$ cat config.mk
export PLATFORM = sky130hd
export DESIGN_NAME = button_event_decoder
export DESIGN_NICKNAME = d
export VERILOG_FILES = /design/src/rtl/button_event_decoder.sv
export SDC_FILE = /design/constraint.sdc
export NUM_CORES = 1
export LEC_CHECK = 0
export CAP_MARGIN = 25
export CORE_ASPECT_RATIO = 1.2
export CORE_MARGIN = 5
export CORE_UTILIZATION = 50
export CTS_CLUSTER_DIAMETER = 30
export DETAILED_ROUTE_END_ITERATION = 16
export HOLD_SLACK_MARGIN = 0.02
export PLACE_DENSITY = 0.66
export SLEW_MARGIN = 40
export SYNTH_ARGS = -nofsm -noshare
export SYNTH_HDL_FRONTEND = slang
export SYNTH_SLANG_ARGS = --single-unit
$ cat constraint.sdc
create_clock -name clk -period 3.1 [get_ports clk]
set_input_delay 0.465 -clock clk [delete_from_list [all_inputs] [get_ports clk]]
set_output_delay 0.465 -clock clk [all_outputs]
set_load 0.05 [all_outputs]
$ cat src/rtl/button_event_decoder.sv
// Push-button front end: 2-flop synchroniser, debounce, short/long press classifier and press counter.
// Optional auto-repeat of long_press while held is enabled by defining BTN_AUTOREPEAT_EN.
module button_event_decoder #(
  parameter int DEBOUNCE_CYCLES = 240000,
  parameter int LONG_CYCLES     = 12000000,
  parameter int REPEAT_CYCLES   = 3000000,
  parameter int CNT_W           = 8
) (
  input  logic             clk,
  input  logic             rst_n,
  input  logic             btn,
  output logic             pressed,
  output logic             short_press,
  output logic             long_press,
  output logic [CNT_W-1:0] press_count
);

  localparam int SW = (DEBOUNCE_CYCLES > 1) ? $clog2(DEBOUNCE_CYCLES) : 1;
  localparam int HW = $clog2(LONG_CYCLES);
  localparam logic [SW-1:0] STAB_LAST = SW'(DEBOUNCE_CYCLES - 1);
  localparam logic [HW-1:0] HOLD_LAST = HW'(LONG_CYCLES - 1);

  if (DEBOUNCE_CYCLES < 1 || LONG_CYCLES <= DEBOUNCE_CYCLES || REPEAT_CYCLES < 1 || CNT_W < 1) begin : g_bad_params
    $error("button_event_decoder: illegal parameter combination");
  end

  typedef enum logic [1:0] {IDLE, PRESSED, HELD} state_t;

  logic          sync1, btn_s, btn_d;
  logic [SW-1:0] stab_cnt;
  logic [HW-1:0] hold_cnt, hold_nx;
  state_t        state, state_nx;
  logic          short_nx, long_nx;

`ifdef BTN_AUTOREPEAT_EN
  localparam int RW = (REPEAT_CYCLES > 1) ? $clog2(REPEAT_CYCLES) : 1;
  localparam logic [RW-1:0] REP_LAST = RW'(REPEAT_CYCLES - 1);
  logic [RW-1:0] rep_cnt, rep_nx;
`endif

  // btn_d delays btn_s by one cycle so a fresh change of the synchronised level restarts the count
  always_ff @(posedge clk or negedge rst_n) begin
    if (!rst_n) begin
      sync1    <= 1'b0;
      btn_s    <= 1'b0;
      btn_d    <= 1'b0;
      stab_cnt <= '0;
      pressed  <= 1'b0;
    end else begin
      sync1 <= btn;
      btn_s <= sync1;
      btn_d <= btn_s;
      if (btn_s == pressed || btn_s != btn_d) begin
        stab_cnt <= '0;
      end else if (stab_cnt == STAB_LAST) begin
        pressed  <= btn_s;
        stab_cnt <= '0;
      end else begin
        stab_cnt <= stab_cnt + 1'b1;
      end
    end
  end

  // Release is tested before the long threshold so it wins when both happen together
  always_comb begin
    state_nx = state;
    hold_nx  = hold_cnt;
    short_nx = 1'b0;
    long_nx  = 1'b0;
`ifdef BTN_AUTOREPEAT_EN
    rep_nx   = rep_cnt;
`endif
    case (state)
      IDLE: begin
        if (pressed) begin
          state_nx = PRESSED;
          hold_nx  = '0;
        end
      end
      PRESSED: begin
        if (!pressed) begin
          state_nx = IDLE;
          short_nx = 1'b1;
        end else if (hold_cnt == HOLD_LAST) begin
          state_nx = HELD;
          long_nx  = 1'b1;
`ifdef BTN_AUTOREPEAT_EN
          rep_nx   = '0;
`endif
        end else begin
          hold_nx = hold_cnt + 1'b1;
        end
      end
      HELD: begin
`ifdef BTN_AUTOREPEAT_EN
        if (!pressed) begin
          state_nx = IDLE;
          rep_nx   = '0;
        end else if (rep_cnt == REP_LAST) begin
          rep_nx  = '0;
          long_nx = 1'b1;
        end else begin
          rep_nx = rep_cnt + 1'b1;
        end
`else
        if (!pressed) state_nx = IDLE;
`endif
      end
      default: state_nx = IDLE;
    endcase
  end

  always_ff @(posedge clk or negedge rst_n) begin
    if (!rst_n) begin
      state       <= IDLE;
      hold_cnt    <= '0;
      short_press <= 1'b0;
      long_press  <= 1'b0;
      press_count <= '0;
`ifdef BTN_AUTOREPEAT_EN
      rep_cnt     <= '0;
`endif
    end else begin
      state       <= state_nx;
      hold_cnt    <= hold_nx;
      short_press <= short_nx;
      long_press  <= long_nx;
      if (short_press || long_press) press_count <= press_count + CNT_W'(1);
`ifdef BTN_AUTOREPEAT_EN
      rep_cnt     <= rep_nx;
`endif
    end
  end

endmodule

==> results of run 1 <==
-- flip-flops by register name, indices dropped and copies added (netlist names) --
| register | cells |
|---|---|
| btn_d | 1 |
| pressed | 1 |
| hold_cnt | 24 |
| press_count | 8 |
| long_press | 1 |
| sync1 | 1 |
| btn_s | 1 |
| state | 2 |
| short_press | 1 |
| stab_cnt | 18 |
-- critical path: cells and delay by family, from the launching register on --
family                   cells  cell delay [ns]
adder cells (fa/ha/maj)      1             0.21
AND/OR/NAND/NOR              5             1.51
flip-flops                   1             0.38
-- stage by stage --
stage	worst slack (ns)	total power, W	util	cell area, sq um	std cells
final	0.8597	0.001553	0.5863	3323	395
after global placement	0.8805	0.0008010	0.5479	3105	379
after CTS	0.8258	0.001574	0.5863	3323	395
after floorplan	1.147	0.0007834	-	2933	294
after detailed placement	0.8329	0.0008017	0.5479	3105	379
after global routing	0.6304	0.001610	0.5863	3323	395
-- cells by family after synthesis --
group	Yosys count	synth area share
compound gates	37	0.08319
xor+xnor	30	0.08959
fa+ha+maj	3	0.01280
buf+inv	20	0.03711
flops	58	0.4949
mux	3	0.01109
simple gates	143	0.2713
-- cell usage after synthesis, types with 8 or more instances --
| cell | instances | area [sq um] |
|---|---|---|
| nand3_1 | 16 | 80.08 |
| nor2_1 | 35 | 131.4 |
| xnor2_1 | 19 | 166.4 |
| nand2_1 | 31 | 116.4 |
| dfrtp_1 | 58 | 1451 |
| nand4_1 | 8 | 50.05 |
| a21oi_1 | 12 | 60.06 |
| xor2_1 | 11 | 96.34 |
| inv_1 | 9 | 33.78 |
-- cell type report --
cell class / count / area, sq um / share of cell area
repair buffers: 16 / 147.6 / 0.04443
well taps: 80 / 100.1 / 0.03012
clock inverters: 7 / 93.84 / 0.02824
multi-input cells: 216 / 1373 / 0.4130
clock buffers: 9 / 123.9 / 0.03727
flip-flops and latches: 58 / 1451 / 0.4367
inverters: 9 / 33.78 / 0.01017
-- where the power goes --
| group | total, W | switching, W | internal, W | leakage [nW] |
|---|---|---|---|---|
| clock | 0.000768 | 0.000318 | 0.000450 | 0.105 |
| sequential | 0.000762 | 0.00000221 | 0.000760 | 0.803 |
| combinational | 0.0000234 | 0.0000192 | 0.00000410 | 0.499 |
| total | 0.00155 | 0.000339 | 0.00121 | 1.41 |
-- final timing paths --
path / end / slack, ns
max: stab_cnt[15]$_DFF_PN0_ / 0.86
min: hold_cnt[18]$_DFFE_PN0P_ / 0.08
max reg2reg: stab_cnt[15]$_DFF_PN0_ / 0.86
min reg2reg: btn_s$_DFF_PN0_ / 0.35
max in group asynchronous: stab_cnt[5]$_DFF_PN0_ / 2.18
min in group clk: btn_s$_DFF_PN0_ / 0.35
-- layer usage --
layer  wire (microns)  share of wire  up-vias
li1                 -              -     1066
met4              138          0.025        0
met3              163          0.029       10
met2             2789           0.50       23
met1             2457           0.44     1048
met5                0              0        -
==> flow_summary.yaml, run 1 <==
run_status:
  status: "completed"
floorplan:
  fp.dieW_microns: 79.92
  start_util: 0.5174
  coreArea_sq_um: 5668
  die_area_sq_um: 7504
  row_count: 30
  die_h_microns: 93.90
  boundaryPins: 14
sta:
  skew_ns: 0.007111
  finalCriticalPeriod_ns: 2.240
  hold_viol: 0
  fin_setup_tns_ns: 0
  worst-slew-pin-transition_ns: 0.6778
  relSlewSlack: 0.5481
  finalMaxSlewViolations: 0
  rsz0062_at_grt: "no"
  max_freq_ghz: 0.4464
  setup-violations-final: 0
  hold_ws_ns: 0.08194
  period_share: 0.7227
worst_setup_path:
  cp.required_ns: 3.30
  rr_worst_depth: 6
  path_max_fanout: 17
  slowest_stage: "or4_1"
  critical_path_class: "reg -> reg"
  cp_cell_sequence: "ha_1 -> nand3_1 -> or2_1 -> or4_1 -> nand2b_1 -> nor2_1"
  critPathLaunch: "stab_cnt[0]$_DFF_PN0_"
  cp_slowest_stage_delay_ns: 0.56
  worstSetupEndpointType: "register"
  startpoint_type: "register"
  worstReg2RegStart: "stab_cnt[0]$_DFF_PN0_"
  cp.arrival_ns: 2.44
cts:
  hold_buffers: 0
  cts_root_buf: "clkbuf_8"
  cts.sinks: 58
  clockBufferDepth: 2
  clkTransAtPathRegs_ns: 0.07
  worstSkewPairLatency_ns: 0.34
  cts_htree_levels: 3
  post-cts-setup-buffers: 0
  cts_tree: "yes"
  cts-resized-gates: 0
  numCtsBuffers: 9
global_route:
  grt_use_total: 0.1663
  grt_util_met3: 0.03263
  grt_pass1_wl_mm: 9.798
  use_met2: 0.2680
  grt.overflow.total: 0
  grt_pass1_vias: 2179
  antenna_found_initial: 0
  grt_max_degree: 37
  busiest_layer: "met2"
  groute.layer.met1.usage: 0.2070
power_and_ir_drop:
  p_leak_nw: 1.407
  ir_drop_mv: 0.2916
  power.density_nw_per_um2: 467.3
placement:
  portBuffers: 13
  gp_congestion: 0.7637
  dp_hpwl_mm: 3.732
run:
  maxCapViolCount: 0
synthesis:
  syn_nets: 300
  synthCells: 294
  synth_warnings: 0
  synth_ff_type: "dfrtp_1"
  ys_async_sr_fraction: 1.000
  postSynthAreaPerCell_sq_um: 9.976
  synth_seq_area_share: 0.4949
  synth_edf_count: 0
  synth_area_sq_um: 2933
  synth_cell_types: 53
  synth-seq-cells: 58
detailed_routing:
  drtIter0Drc: 157
  wl_mm: 5.548
  drc: 0
  ant_nets: 0
  vias_per_cell: 5.435
  routedWlPerCell_microns: 14.05
  vias: 2147
  first_pass_iters: 4
finish:
  layout.nets: 316
  antennaDiodeCount: 0
  area_growth_pct: 13.31
  layout_common_cells: "dfrtp_1 (58), nor2_1 (35), nand2_1 (31)"
  layout.cells.most_common: "dfrtp_1"
  drive_gt1_frac: 0.1079
  fill_cells: 490
min_path:
  hold_path_class: "in -> async"
Power figures use the tool's default switching activity.
==> run 2, diff against run 1 <==
- PLACE_DENSITY: 0.66 -> 0.69
- clock period: 3.1 -> 1.9 ns (I/O delays scaled with it)
==> run 2 against run 1 <==
Effect of this change: count of clock-buffer cells in the layout up 1; sequential share of layout area down 2.5 points; highest routed layer unchanged; core utilization up 3.6 points; combinational power up 120%; non-clock buffer count up 25.
==> flow_summary.yaml, run 2 (synthesis gave the netlist of run 1 again) <==
sta:
  hold_viol: 0
  finalCriticalPeriod_ns: 1.841
  worst-slew-pin-transition_ns: 0.5089
  skew_ns: 0.006080
  relSlewSlack: 0.6596
  finalMaxSlewViolations: 0
  max_freq_ghz: 0.5432
  period_share: 0.9689
  fin_setup_tns_ns: 0
  setup-violations-final: 0
  finalWorstSetupSlack_ns: 0.05902
detailed_routing:
  vias_per_cell: 5.424
  wl_mm: 5.835
  drtIter0Drc: 110
  ant_nets: 0
  vias: 2278
  drc: 0
  routedWlPerCell_microns: 13.89
  first_pass_iters: 4
worst_setup_path:
  critical_path_class: "reg -> reg"
  rr_worst_depth: 6
  path_max_fanout: 11
  worstSetupEndpointType: "register"
  cp_cell_sequence: "nor4b_2 -> nand3_1 -> or4_4 -> nand2b_4 -> buf_6 -> nor2_1"
  critPathBufInv: 1
  critPathLaunch: "stab_cnt[14]$_DFF_PN0_"
  timing.rr.end: "stab_cnt[11]$_DFF_PN0_"
  startpoint_type: "register"
  r2r_setup_slack_ns: 0.06
  cp.arrival_ns: 2.06
  cp.required_ns: 2.12
  cp_slowest_stage_delay_ns: 0.56
  slowest_stage: "or4_4"
  worstReg2RegStart: "stab_cnt[14]$_DFF_PN0_"
  cpLargestDelayFamily: "simple AND/OR/NAND/NOR gates"
floorplan:
  row_count: 30
  fp.dieW_microns: 79.92
  boundaryPins: 14
  start_util: 0.5174
  coreArea_sq_um: 5668
  die_h_microns: 93.90
  die_area_sq_um: 7504
run:
  maxCapViolCount: 0
min_path:
  min_from: "sync1$_DFF_PN0_"
  hold_path_class: "reg -> reg"
  min_path_cells: 0
  worst_hold_path.endpoint: "btn_s$_DFF_PN0_"
finish:
  drive_gt1_frac: 0.2059
  largest_register: "hold_cnt"
  largest_register_ffs: 24
  multiInputGateArea_sq_um: 1419
  final_util: 0.6225
  antennaDiodeCount: 0
  reg_top3: "hold_cnt x24, stab_cnt x18, press_count x8"
  layout.nets: 341
  fill_cells: 475
  seq_area_sq_um: 1454
  layout.cells.most_common: "dfrtp_1"
  layout_common_cells: "dfrtp_1 (56), nor2_1 (35), nand2_1 (30)"
  area_growth_pct: 20.31
power_and_ir_drop:
  power.density_nw_per_um2: 645.7
  ir_drop_mv: 0.4781
  p_leak_nw: 1.553
run_status:
  status: "completed"
placement:
  portBuffers: 13
  dp_slack_ns: 0.004377
  gp_congestion: 0.8087
  dp_hpwl_mm: 4.049
cts:
  cts_tree: "yes"
  clockBufferDepth: 2
  post-cts-setup-buffers: 0
  clkTransAtPathRegs_ns: 0.06
  cts_root_buf: "clkbuf_8"
  cts.sinks: 58
  worstSkewPairLatency_ns: 0.34
  numCtsBuffers: 9
  cts_htree_levels: 3
global_route:
  grt_pass1_vias: 2207
  grt_max_degree: 59
  grt.overflow.total: 0
  grt_use_total: 0.1732
  grt_pass1_wl_mm: 10.12
  antenna_found_initial: 0
## run 2: cell count changes in the layout (fill, tap and decap cells not counted), sizes merged, moves of 2 or more
| cell | change |
|---|---|
| buf | +26 |
| clkdlybuf4s50 | -3 |
| bufinv | -2 |
| clkinv | +2 |
## run 2: stage by stage
stage	cell area [sq um]	hold slack (ns)	cells	total power (W)
after detailed placement	3301	0.3125	403	0.001317
after CTS	3485	0.3539	420	0.002304
final	3528	0.3495	420	0.002278
after floorplan	2944	-0.01059	294	0.001279
after global placement	3301	0.3143	403	0.001315
after global routing	3528	0.3704	420	0.002370
## run 2: power breakdown
| group | internal (W) | switching [W] |
|---|---|---|
| Sequential | 0.00124 | 0.00000426 |
| Clock | 0.000496 | 0.000487 |
| Combinational | 0.0000176 | 0.0000342 |
| Total | 0.00175 | 0.000525 |
## run 2: repair_timing
item	in CTS	in global routing
setup endpoints to repair	9	25
hold buffers	1	0
endpoints found under the hold margin	58	0
gates resized for setup	1	9
pin swaps	0	4
## run 2: how the worst max path moves through the flow
stage          cells after the start                      end
6_report                           6   stab_cnt[11]$_DFF_PN0_
5_1_grt                            6   stab_cnt[10]$_DFF_PN0_
4_1_cts                            7    stab_cnt[5]$_DFF_PN0_
3_5_place_dp                       7   stab_cnt[16]$_DFF_PN0_
3_3_place_gp                       6  hold_cnt[8]$_DFFE_PN0P_
2_1_floorplan                      7  hold_cnt[0]$_DFFE_PN0P_
## run 2: final cells by class
class | count | area share
Sequential cell | 58 | 0.4121
Multi-Input combinational cell | 216 | 0.4021
Timing Repair Buffer | 41 | 0.09965
Clock buffer | 10 | 0.03901
Tap cell | 80 | 0.02837
Inverter | 9 | 0.009574
Clock inverter | 6 | 0.009220
## run 2: per-layer routing
metal  track usage  wire length, microns
met5             0                     0
met3       0.03743                   180
met1        0.2174                  2558
met4       0.08028                    95
met2        0.2825                  3000
## run 2: worst reg2reg max path, stage by stage (launching register included)
cell and delay [ns]:
dfrtp_1 0.43, nor4b_2 0.32, nand3_1 0.13, or4_4 0.56, nand2b_4 0.09, buf_6 0.14
nor2_1 0.06
